`src/rtl/riscv_pkg.sv`:
```
// Shared RV32 fetch definitions: default constants, fetch FSM encoding and
// PC helper functions used across the IF stage.
package riscv_pkg;

    localparam logic [31:0] NOP_INSTR_DEFAULT = 32'h0000_0013;
    localparam logic [31:0] RESET_PC_DEFAULT  = 32'h0000_0000;

    typedef enum logic [1:0] {
        F_BOOT = 2'd0,
        F_RUN  = 2'd1,
        F_WAIT = 2'd2,
        F_KILL = 2'd3
    } fetch_state_e;

    function automatic logic [31:0] word_align(input logic [31:0] addr);
        return {addr[31:2], 2'b00};
    endfunction

    // PC arithmetic is modulo 2^32; 0xFFFF_FFFC + 4 wraps to 0 silently.
    function automatic logic [31:0] pc_add(input logic [31:0] pc, input logic [31:0] inc);
        return pc + inc;
    endfunction

endpackage

```
`src/rtl/fetch_skid_buffer.sv`:
```
// One-entry holding slot for a fetch response that arrives while the IF stage
// is stalled; the entry is always drained before any newer response.
module fetch_skid_buffer #(
    parameter int DATA_W = 32
) (
    input  logic              clk,
    input  logic              reset,
    input  logic              push,
    input  logic              pop,
    input  logic              clear,
    input  logic [DATA_W-1:0] push_addr,
    input  logic [DATA_W-1:0] push_instr,
    output logic              full,
    output logic [DATA_W-1:0] pop_addr,
    output logic [DATA_W-1:0] pop_instr
);

    logic [2*DATA_W-1:0] entry_q;

    always_ff @(posedge clk) begin
        if (reset || clear) begin
            full <= 1'b0;
        end else if (push) begin
            full <= 1'b1;
        end else if (pop) begin
            full <= 1'b0;
        end
    end

    // Payload carries no reset; the full flag alone qualifies it.
    always_ff @(posedge clk) begin
        if (push) begin
            entry_q <= {push_addr, push_instr};
        end
    end

    assign {pop_addr, pop_instr} = entry_q;

endmodule

```
`src/rtl/instruction_fetch_unit.sv`:
```
// IF stage: owns the PC, issues word fetches to a wait-stated synchronous
// instruction memory and presents {pc_out, RI, PCPlus4} to the IF/ID register.
module instruction_fetch_unit
    import riscv_pkg::*;
#(
    parameter logic [31:0] RESET_PC  = RESET_PC_DEFAULT,
    parameter logic [31:0] NOP_INSTR = NOP_INSTR_DEFAULT
) (
    input  logic        clk,
    input  logic        reset,
    input  logic        StallF,
    input  logic        RedirectE,
    input  logic [31:0] RedirectTargetE,
    output logic        imem_req,
    output logic [31:0] imem_addr,
    input  logic        imem_ready,
    input  logic        imem_rvalid,
    input  logic [31:0] imem_rdata,
    output logic [31:0] pc_out,
    output logic [31:0] RI,
    output logic [31:0] PCPlus4,
    output logic        fetch_valid,
    output logic        fetch_flush,
    output logic        misalign_err
);

    fetch_state_e state_q;
    fetch_state_e state_d;

    logic [31:0] pc_q;
    logic [31:0] wait_addr_p0;
    logic        kill_pend_q;
    logic        accept;

    logic        vld_p1;
    logic [31:0] addr_p1;
    logic        capture;

    logic        skid_full;
    logic        skid_push;
    logic        skid_pop;
    logic [31:0] skid_addr;
    logic [31:0] skid_instr;

    always_ff @(posedge clk) begin
        if (reset) begin
            state_q <= F_BOOT;
        end else begin
            state_q <= state_d;
        end
    end

    // Request stays raised with a frozen address in WAIT until the memory
    // accepts it; a redirect seen meanwhile turns that accept into a squash.
    always_comb begin
        state_d   = state_q;
        imem_req  = 1'b0;
        imem_addr = pc_q;
        case (state_q)
            F_BOOT: state_d = F_RUN;
            F_RUN: begin
                imem_req = !StallF && !skid_full && !RedirectE;
                if (imem_req && !imem_ready) begin
                    state_d = F_WAIT;
                end
            end
            F_WAIT: begin
                imem_req  = 1'b1;
                imem_addr = wait_addr_p0;
                if (imem_ready) begin
                    state_d = (RedirectE || kill_pend_q) ? F_KILL : F_RUN;
                end
            end
            F_KILL:  state_d = F_RUN;
            default: state_d = F_BOOT;
        endcase
        if (reset) begin
            imem_req = 1'b0;
        end
    end

    assign accept       = imem_req && imem_ready;
    assign fetch_flush  = RedirectE && !reset;
    assign misalign_err = RedirectE && !reset && (RedirectTargetE[1:0] != 2'b00);

    // ---- stage p0: PC and request address ----
    always_ff @(posedge clk) begin
        if (reset) begin
            pc_q        <= RESET_PC;
            kill_pend_q <= 1'b0;
            vld_p1      <= 1'b0;
        end else begin
            if (RedirectE) begin
                pc_q <= word_align(RedirectTargetE);
            end else if (accept && !kill_pend_q) begin
                pc_q <= pc_add(pc_q, 32'd4);
            end
            kill_pend_q <= (state_q == F_WAIT) && !imem_ready && (kill_pend_q || RedirectE);
            vld_p1      <= accept;
        end
    end

    always_ff @(posedge clk) begin
        if (state_q == F_RUN && imem_req && !imem_ready) begin
            wait_addr_p0 <= pc_q;
        end
        if (accept) begin
            addr_p1 <= imem_addr;
        end
    end

    // ---- stage p1: response arrival, squash and skid ----
    assign capture   = imem_rvalid && vld_p1 && (state_q != F_KILL) && !RedirectE;
    assign skid_pop  = skid_full && !StallF && !RedirectE;
    assign skid_push = capture && (StallF || skid_full);

    fetch_skid_buffer #(
        .DATA_W (32)
    ) u_skid (
        .clk        (clk),
        .reset      (reset),
        .push       (skid_push),
        .pop        (skid_pop),
        .clear      (RedirectE),
        .push_addr  (addr_p1),
        .push_instr (imem_rdata),
        .full       (skid_full),
        .pop_addr   (skid_addr),
        .pop_instr  (skid_instr)
    );

    // ---- stage p2: IF/ID-facing output register ----
    always_ff @(posedge clk) begin
        if (reset) begin
            pc_out      <= 32'h0;
            PCPlus4     <= 32'h0;
            RI          <= NOP_INSTR;
            fetch_valid <= 1'b0;
        end else if (RedirectE) begin
            RI          <= NOP_INSTR;
            fetch_valid <= 1'b0;
        end else if (!StallF) begin
            if (skid_pop) begin
                RI          <= skid_instr;
                pc_out      <= pc_add(skid_addr, 32'd4);
                PCPlus4     <= pc_add(skid_addr, 32'd8);
                fetch_valid <= 1'b1;
            end else if (capture) begin
                RI          <= imem_rdata;
                pc_out      <= pc_add(addr_p1, 32'd4);
                PCPlus4     <= pc_add(addr_p1, 32'd8);
                fetch_valid <= 1'b1;
            end else begin
                RI          <= NOP_INSTR;
                fetch_valid <= 1'b0;
            end
        end
    end

endmodule

```
`config.mk`:
```
export PLATFORM = sky130hd
export DESIGN_NAME = instruction_fetch_unit
export DESIGN_NICKNAME = d
export VERILOG_FILES = /design/src/rtl/riscv_pkg.sv /design/src/rtl/fetch_skid_buffer.sv /design/src/rtl/instruction_fetch_unit.sv
export SDC_FILE = /design/constraint.sdc
export NUM_CORES = 1
export LEC_CHECK = 0
export CAP_MARGIN = 25
export CORE_MARGIN = 2
export CORE_UTILIZATION = 53
export CTS_CLUSTER_SIZE = 10
export DETAILED_ROUTE_END_ITERATION = 10
export HOLD_SLACK_MARGIN = 0.08
export PLACE_DENSITY = 0.81
export SYNTH_ARGS = -nofsm -noshare
export SYNTH_HDL_FRONTEND = slang
export SYNTH_HIERARCHICAL = 1
export SYNTH_SLANG_ARGS = --single-unit
```
`constraint.sdc`:
```
create_clock -name clk -period 7.6 [get_ports clk]
set_clock_uncertainty 0.2 [all_clocks]
set_input_delay 1.14 -clock clk [delete_from_list [all_inputs] [get_ports clk]]
set_output_delay 1.14 -clock clk [all_outputs]
set_load 0.1 [all_outputs]
```
==> metrics.txt, run 1 <==
Avg Inst Size Synth=10.4 um^2; Peak VDD IR=about 0.00018 V; slowest CP cell=clkdlybuf4s50_1; Die Height=about 150 um; CTS tree=done; storage element area=between 6000 and 7000 um^2; metal1 wirelength=between 10 and 15 mm; Top FF cell, synth=dfxtp_1; Clk pin slew, worst setup/hold paths=approximately 50 ps; metal3 WL=roughly 2.7 mm; synth warn=6; Top-Level Pins=202; LEAKAGE=around 0.005 uW; Arr. time, crit path=between 4000 and 5000 ps; synth unique cells=a little over 70; Core Area=21800 um^2; first-pass GRT wire length=slightly above 50 mm; Relative slew margins=between 30% and 40%; status=finished clean; crit-path cells=clkdlybuf4s50_1 > buf_4 > nor4b_1 > o21ai_1 > inv_1 > clkdlybuf4s50_1; final worst path period share=around 70%; Routed WL per cell=20.1 um; Slew Viols, Final=0; CP Class=in2out; Async SR Flop Fraction=0%; CTS Buf Count=29; post-route ant nets=0; most common cell in the netlist=dfxtp_1; TritonRoute pass-1 iters=9; Initial DRC Count=between 800 and 900; Root Buffer=clkbuf_16; post-cts resize count=0; Worst-Margin Slew=around 1000 ps; initial core utilization=between 50% and 60%; most area-consuming cells after synthesis=edfxtp_1 32%, dfxtp_1 22%, nand3_1 3.3%; Post-synth EDFFs=around 120; nets@finish=between 1000 and 1500; CTS Buffer Depth=3; PortBufs=~200; layout cells sized above 1=about 8%; Startpoint Class=input pin; minimum clock period=5350 ps; area leader, netlist=edfxtp_1; CP max FO=17; largest net degree at the start of global routing=between 60 and 70; Vias/cell=6.19; Worst path max stage delay=about 1100 ps; Post-Syn Area=around 12000 um^2; Global Route Usage Sum=26.7%; initial antenna violation count=0; number of global-route vias before repair=roughly 9300; Post-CTS Setup Bufs=0; pre-CTS setup slack=about 2100 ps; fill cell count=approximately 1600; post-DP HPWL=about 22 mm; Post-synth top cells=130 x dfxtp_1, 124 x edfxtp_1, 93 x nand2_1, 77 x nand3_1, 72 x nor3_1; Post-Synthesis Cells=between 1000 and 1500; row cnt=between 50 and 60; power per cell area=a little over 200 nW/um^2; worst endpoint required time=about 6300 ps; cell mode on critical path=clkdlybuf4s50_1; # hold bufs at CTS=0; max cap viols=0; CTS Sinks=254; Top Layer Used=met4; min-delay worst type=reg2reg; Yosys top cell area share=approximately a third; area occupied by multi-input gates=5020 um^2; Residual DRC=0; Clock Latency Late Sink=about 530 ps; Area Growth Syn to Fin=25.5%; Die X=153 um; Final Hold Viols=0; unrepaired setup endpoints after global routing=no; met2 WL post-DR=between 10 and 15 mm; WL final=~32 mm; worst setup margin=~2200 ps; setup TNS=0 ps; Vias=roughly 10000; depth of the CTS H-tree=1; sequential area share after synthesis=a little over half; Crit. End Element=output pin; FMAX=around 190 MHz; grt ovf=0; routability cong.=~0.97; total die area=between 20000 and 25000 um^2; # setup viols final=0; Antenna Cells=0; synthesis-stage register bit count=approximately 250
## kinds of logic (layout without fill, tap and decap cells)
logic type,count (synthesis),count (layout),share of synthesized area (%)
buf+inv,104,290,3.71
compound gates,213,213,12.9
mux,70,70,6.48
simple gates,441,441,19.7
xor+xnor,35,35,2.61
other cells,1,4,0.0320
fa+ha+maj,6,6,0.640
flops,254,254,53.9
## power by group
part	total (uW)	switching [uW]	leakage, uW	internal, uW
registers	1480	21.9	0.00218	1450
logic	319	222	0.00228	96.9
clock network	1250	512	0.000402	739
total	3050	756	0.00486	2290
## stage by stage
| stage | instances | area (um^2) | utilization (%) | power (uW) | hold slack (ps) |
|---|---|---|---|---|---|
| 2_1_floorplan | 1127 | 11700 | - | 1720 | 208 |
| 3_3_place_gp | 1540 | 13900 | 63.8 | 1820 | 211 |
| 3_5_place_dp | 1541 | 13900 | 63.8 | 1820 | 228 |
| 4_1_cts | 1593 | 14700 | 67.7 | 3060 | 241 |
| 5_1_grt | 1593 | 14700 | 67.7 | 3130 | 258 |
| 6_report | 1593 | 14700 | 67.7 | 3050 | 238 |
## cell usage in the layout, fill, tap and decap left out, types with 5 or more instances in the layout
| cell type | n |
|---|---|
| a211oi_1 | 11 |
| a21oi_1 | 23 |
| a221oi_1 | 30 |
| a22oi_1 | 5 |
| a311o_1 | 6 |
| a311oi_1 | 6 |
| a31oi_1 | 6 |
| and2_1 | 6 |
| and3_1 | 14 |
| and4_1 | 6 |
| buf_4 | 20 |
| clkbuf_1 | 21 |
| clkbuf_16 | 30 |
| clkdlybuf4s50_1 | 195 |
| dfxtp_1 | 130 |
| edfxtp_1 | 124 |
| ha_1 | 6 |
| inv_1 | 18 |
| mux2_2 | 31 |
| mux2i_1 | 36 |
| nand2_1 | 93 |
| nand3_1 | 77 |
| nand3b_1 | 5 |
| nand4_1 | 32 |
| nor2_1 | 48 |
| nor2b_1 | 31 |
| nor3_1 | 70 |
| nor4_1 | 23 |
| nor4b_1 | 5 |
| o2111ai_1 | 5 |
| o211a_1 | 5 |
| o211ai_1 | 15 |
| o21a_1 | 5 |
| o21ai_0 | 51 |
| o22ai_1 | 6 |
| o311ai_0 | 10 |
| o31ai_1 | 7 |
| or3_1 | 8 |
| xnor2_1 | 32 |
## state kept, by name (all words and copies together) (netlist names)
signal / flops
PCPlus4: 30
pc_out: 32
state_q: 2
kill_pend_q: 1
fetch_valid: 1
u_skid/full: 1
u_skid/entry_q: 64
addr_p1: 30
RI: 32
vld_p1: 1
pc_q: 30
wait_addr_p0: 30
## critical path, delay by kind of cell
kind | cells | cell delay (ps)
compound gates | 1 | 360
buf+inv | 4 | 1910
simple gates | 1 | 600
## layout make-up
class / instances / area share [%]
sequential: 254 / 42.9
multi-input combinational: 769 / 34.1
timing repair buffer: 217 / 14.3
clock buffer: 52 / 5.73
tap: 280 / 2.38
inverter: 21 / 0.535
## worst paths after layout
check	start	endpoint	slack [ps]	cells past startpoint
worst max-delay path	RedirectE	imem_req	2250	6
worst min-delay path	pc_q[31]$_SDFFE_PP0P_	wait_addr_p0[31]$_DFFE_PP_	240	0
worst max register to register	u_skid/full$_SDFFE_PP0P_	pc_out[31]$_SDFFE_PP0P_	3550	10
worst min register to register	pc_q[31]$_SDFFE_PP0P_	wait_addr_p0[31]$_DFFE_PP_	240	0
## metal layers
layer	track usage [%]	vias to the layer above
met5	0	-
met4	8.86	0
met3	4.61	77
met2	41.7	526
met1	37.8	4643
li1	-	4613
Note: power is estimated with default switching activity, not from simulation.
==> inputs of run 2 (changes only) <==
- CORE_UTILIZATION: 53 -> 48
- PLACE_DENSITY: 0.81 -> 0.77
- clock period: 7.6 -> 4.6 ns (I/O delays scaled with it)
==> run 2 against run 1 <==
Compared with the run above:
- via count grew 1.4%
- sequential power grew 65%
- die area grew 10%
- flip-flop and latch count is the same
- first-iteration DRC count grew 31%
- global-route usage shrank 1.6 points
- critical endpoint unchanged
==> metrics.txt, run 2 (synthesis gave the netlist of run 1 again) <==
status=finished clean; largest net degree at the start of global routing=71; Area Growth Syn to Fin=26.5%; worst setup margin=approximately 860 ps; PortBufs=between 150 and 200; routability cong.=roughly 0.96; Largest Register=u_skid/entry_q; Routed WL per cell=between 20 and 25 um; Regs by FF count=u_skid/entry_q (64), RI (32), pc_out (32); depth of the CTS H-tree=1; post-route ant nets=0; row cnt=57; Startpoint Class=input pin; min-delay worst type=reg2reg; Relative slew margins=between 30 and 40%; post-cts resize count=0; final worst path period share=81.3%; CP Class=in2out; setup TNS=0 ps; LEAKAGE=0.00499 uW; CTS Buf Count=29; Initial DRC Count=about 1100; Global Route Usage Sum=approximately a quarter; grt ovf=0; Arr. time, crit path=2850 ps; Post-CTS Setup Bufs=0; Antenna Cells=0; Clk pin slew, worst setup/hold paths=about 60 ps; # hold bufs at CTS=0; CTS Buffer Depth=3; most common cell after layout, fill and taps aside=clkdlybuf4s50_1; unrepaired setup endpoints after global routing=no; Clock Latency Late Sink=around 540 ps; Vias=9996; Vias/cell=around 6; Residual DRC=0; initial antenna violation count=0; Root Buffer=clkbuf_16; Die X=160 um; power per cell area=between 300 and 400 nW/um^2; area occupied by multi-input gates=5020 um^2; Crit. End Element=output pin; CP max FO=16; storage element area=~6300 um^2; Worst-Margin Slew=slightly above 1000 ps; most frequent cells in the layout=164 x clkdlybuf4s50_1, 130 x dfxtp_1, 124 x edfxtp_1; post-DP HPWL=23.2 mm; CTS Sinks=about 250; total die area=around 26000 um^2; worst endpoint required time=~3700 ps; number of global-route vias before repair=between 9000 and 10000; WL final=about 33 mm; first-pass GRT wire length=about 52 mm; CTS tree=done; nets@finish=between 1000 and 1500; max reg flops=64; FMAX=267 MHz; Die Height=around 160 um; pre-CTS setup slack=394 ps; Top-Level Pins=a little over 200; minimum clock period=~3700 ps; Core Area=roughly 24000 um^2; layout cells sized above 1=between 10% and 20%; fill cell count=about 2000; Final Hold Viols=0; # setup viols final=0; max cap viols=0; TritonRoute pass-1 iters=5; Worst R2R Setup Slack=between 900 and 1000 ps; initial core utilization=roughly half; Slew Viols, Final=0; Peak VDD IR=roughly 0.00029 V
==> run 2: cell types whose count changed in the layout (fill, tap and decap cells not counted), sizes merged <==
cell	delta
buf	+41
clkdlybuf4s50	-31
clkbuf	-1
inv	+1
==> run 2: layer usage <==
layer | wire [um] | track usage (%)
met1 | 14400 | 36.0
met2 | 15100 | 38.6
met3 | 2610 | 4.65
met4 | 919 | 8.27
met5 | 0 | 0
==> run 2: cell type report <==
class                      instances  area share, %
clock buffer                      51           5.65
clock inverter                     1         0.0590
inverter                          21          0.531
multi-input combinational        769           33.8
sequential                       254           42.6
tap                              324           2.73
timing repair buffer             227           14.6
==> run 2: worst max-delay path, stage by stage <==
cell and delay (ps):
clkdlybuf4s50_1 430, buf_4 230, nor4b_1 640, o21ai_1 430, inv_1 220, buf_12 190
==> run 2: metrics by stage <==
step / utilization (%) / total power [uW] / cell area, um^2 / instances / hold slack, ps
floorplan: - / 2840 / 11800 / 1127 / 208
global placement: 57.8 / 3000 / 14000 / 1593 / 210
detailed placement: 57.8 / 3010 / 14000 / 1594 / 229
CTS: 61.3 / 5080 / 14800 / 1646 / 244
global route: 61.4 / 5200 / 14800 / 1647 / 254
finish: 61.4 / 5050 / 14800 / 1647 / 238
==> run 2: path summary, 6_finish.rpt <==
kind / start / endpoint / cells past startpoint
worst max-delay path: RedirectE / imem_req / 6
worst min-delay path: pc_q[31]$_SDFFE_PP0P_ / wait_addr_p0[31]$_DFFE_PP_ / 0
worst max register to register: u_skid/full$_SDFFE_PP0P_ / PCPlus4[31]$_SDFFE_PP0P_ / 9
worst min register to register: pc_q[31]$_SDFFE_PP0P_ / wait_addr_p0[31]$_DFFE_PP_ / 0
==> run 2: power breakdown <==
part | switching, uW | internal (uW) | leakage [uW]
clock network | 864 | 1220 | 0.000406
registers | 37.0 | 2400 | 0.00218
logic | 370 | 157 | 0.00241
total | 1270 | 3780 | 0.00499
==> inputs of run 3 (changes only) <==
- CORE_UTILIZATION: 48 -> 53
- PLACE_DENSITY: 0.77 -> 0.81
- clock period: 4.6 -> 3.9 ns (I/O delays scaled with it)
==> run 3 against run 2 <==
Compared with the run above:
- clock power grew 14%
- global-route usage grew 2.7 points
- combinational power grew 18%
- final cell count decreased by 2.0%
- register-to-register slack got worse by 400 ps
- wire length is 1.5% higher
- critical path type is now reg2out
==> metrics.txt, run 3 (synthesis gave the netlist of run 1 again) <==
Vias=between 10000 and 15000; FMAX=around 290 MHz; post-cts resize count=0; Largest Register=u_skid/entry_q; CP top delay family=adder cells; Residual DRC=0; crit-path cells=inv_1 > ha_1 > buf_4 > mux2_2 > buf_4; first-pass GRT wire length=52.9 mm; initial core utilization=53.9%; status=finished clean; CP max FO=22; Regs by FF count=u_skid/entry_q (64), RI (32), pc_out (32); Worst Min Path Start=reset; fill cell count=approximately 1700; Arr. time, crit path=2630 ps; largest net degree at the start of global routing=71; unrepaired setup endpoints after global routing=no; max cap viols=0; most common cell after layout, fill and taps aside=clkdlybuf4s50_1; total die area=23300 um^2; TritonRoute pass-1 iters=6; cell mode on critical path=buf_4; Switching Power=~1500 uW; Routed WL per cell=just over 20 um; post-DP HPWL=between 20 and 25 mm; clock share of power=40.5%; Global Route Usage Sum=approximately 28%; final worst path period share=between 80 and 90%; CTS Buf Count=29; Area Growth Syn to Fin=26.5%; minimum clock period=between 3000 and 4000 ps; layout cells sized above 1=11.8%; Sw Share=between 20% and 30%; Slew Viols, Final=0; Total Power=about 5900 uW; Die X=~150 um; worst setup margin=roughly 480 ps; slowest CP cell=ha_1; Initial DRC Count=895; Comb power frac=approximately a tenth; grt ovf=0; Worst-Margin Slew=slightly above 1000 ps; power per cell area=between 300 and 400 nW/um^2; CTS Sinks=between 200 and 300; Die Height=roughly 150 um; Startpoint Class=register; Antenna Cells=0; nets@finish=1390; Worst path max stage delay=just under 700 ps; pre-CTS setup slack=122 ps; Relative slew margins=a little under a third; Post-CTS Setup Bufs=0; WL final=around 33 mm; max reg flops=between 60 and 70; row cnt=54; Root Buffer=clkbuf_16; Sequential Power Share=around 49%; number of global-route vias before repair=9470; Core Area=~22000 um^2; Crit. End Element=output pin; CTS Buffer Depth=3; Peak VDD IR=0.000265 V; worst endpoint required time=between 3000 and 4000 ps; most frequent cells in the layout=164 x clkdlybuf4s50_1, 130 x dfxtp_1, 124 x edfxtp_1; Vias/cell=around 6.2; CP Class=reg2out; # hold bufs at CTS=0; PortBufs=a little under 200; CP bufs+invs=3; routability cong.=approximately 0.96; LEAKAGE=around 0.0050 uW; cell area after layout=around 15000 um^2; Placed Area=14000 um^2; Worst R2R Setup Slack=roughly 540 ps; post-route ant nets=0; internal power=roughly 4400 uW; Top-Level Pins=around 200; Final Hold Viols=0; CTS tree=done; Clock Latency Late Sink=540 ps; Critical Path Start=state_q[0]$_SDFFE_PP0P_; Clk pin slew, worst setup/hold paths=about 60 ps; initial antenna violation count=0; min-delay worst type=in2reg; depth of the CTS H-tree=1; # setup viols final=0; worst r2r src=u_skid/full$_SDFFE_PP0P_
[run 3: final cells by class]
class	count	area, um^2	area share, %
Multi-Input combinational cell	769	5020	33.8
Clock inverter	1	5.00	0.0337
Timing Repair Buffer	239	2250	15.2
Clock buffer	50	815	5.49
Sequential cell	254	6330	42.6
Tap cell	280	350	2.36
Inverter	21	78.8	0.531
[run 3: stage by stage]
stage	utilization, %	instances	TNS, ps	hold slack [ps]
final	68.2	1614	0	190
after global routing	68.2	1614	0	185
after CTS	68.2	1612	0	174
after detailed placement	64.4	1561	0	223
after global placement	64.4	1560	0	211
after floorplan	-	1127	-3610	208
[run 3: final timing paths]
check	end	cells after the start
max	imem_addr[13]	5
min	pc_q[6]$_SDFFE_PP0P_	2
max reg2reg	PCPlus4[15]$_SDFFE_PP0P_	10
min reg2reg	wait_addr_p0[31]$_DFFE_PP_	0
[run 3: per-layer routing]
metal,track usage [%],wire length (um),vias to the layer above
met5,0,0,-
met1,39.2,14200,4744
met3,4.21,2660,85
met2,44.4,15500,550
li1,-,-,4650
met4,8.86,1050,0
[run 3: power groups by stage]
stage	registers [uW]	logic, uW	clock network [uW]
2_1_floorplan	2990	350	0
3_5_place_dp	2930	618	0
5_1_grt	2880	649	2530
6_report	2880	623	2380
3_3_place_gp	2930	612	0
4_1_cts	2870	621	2420
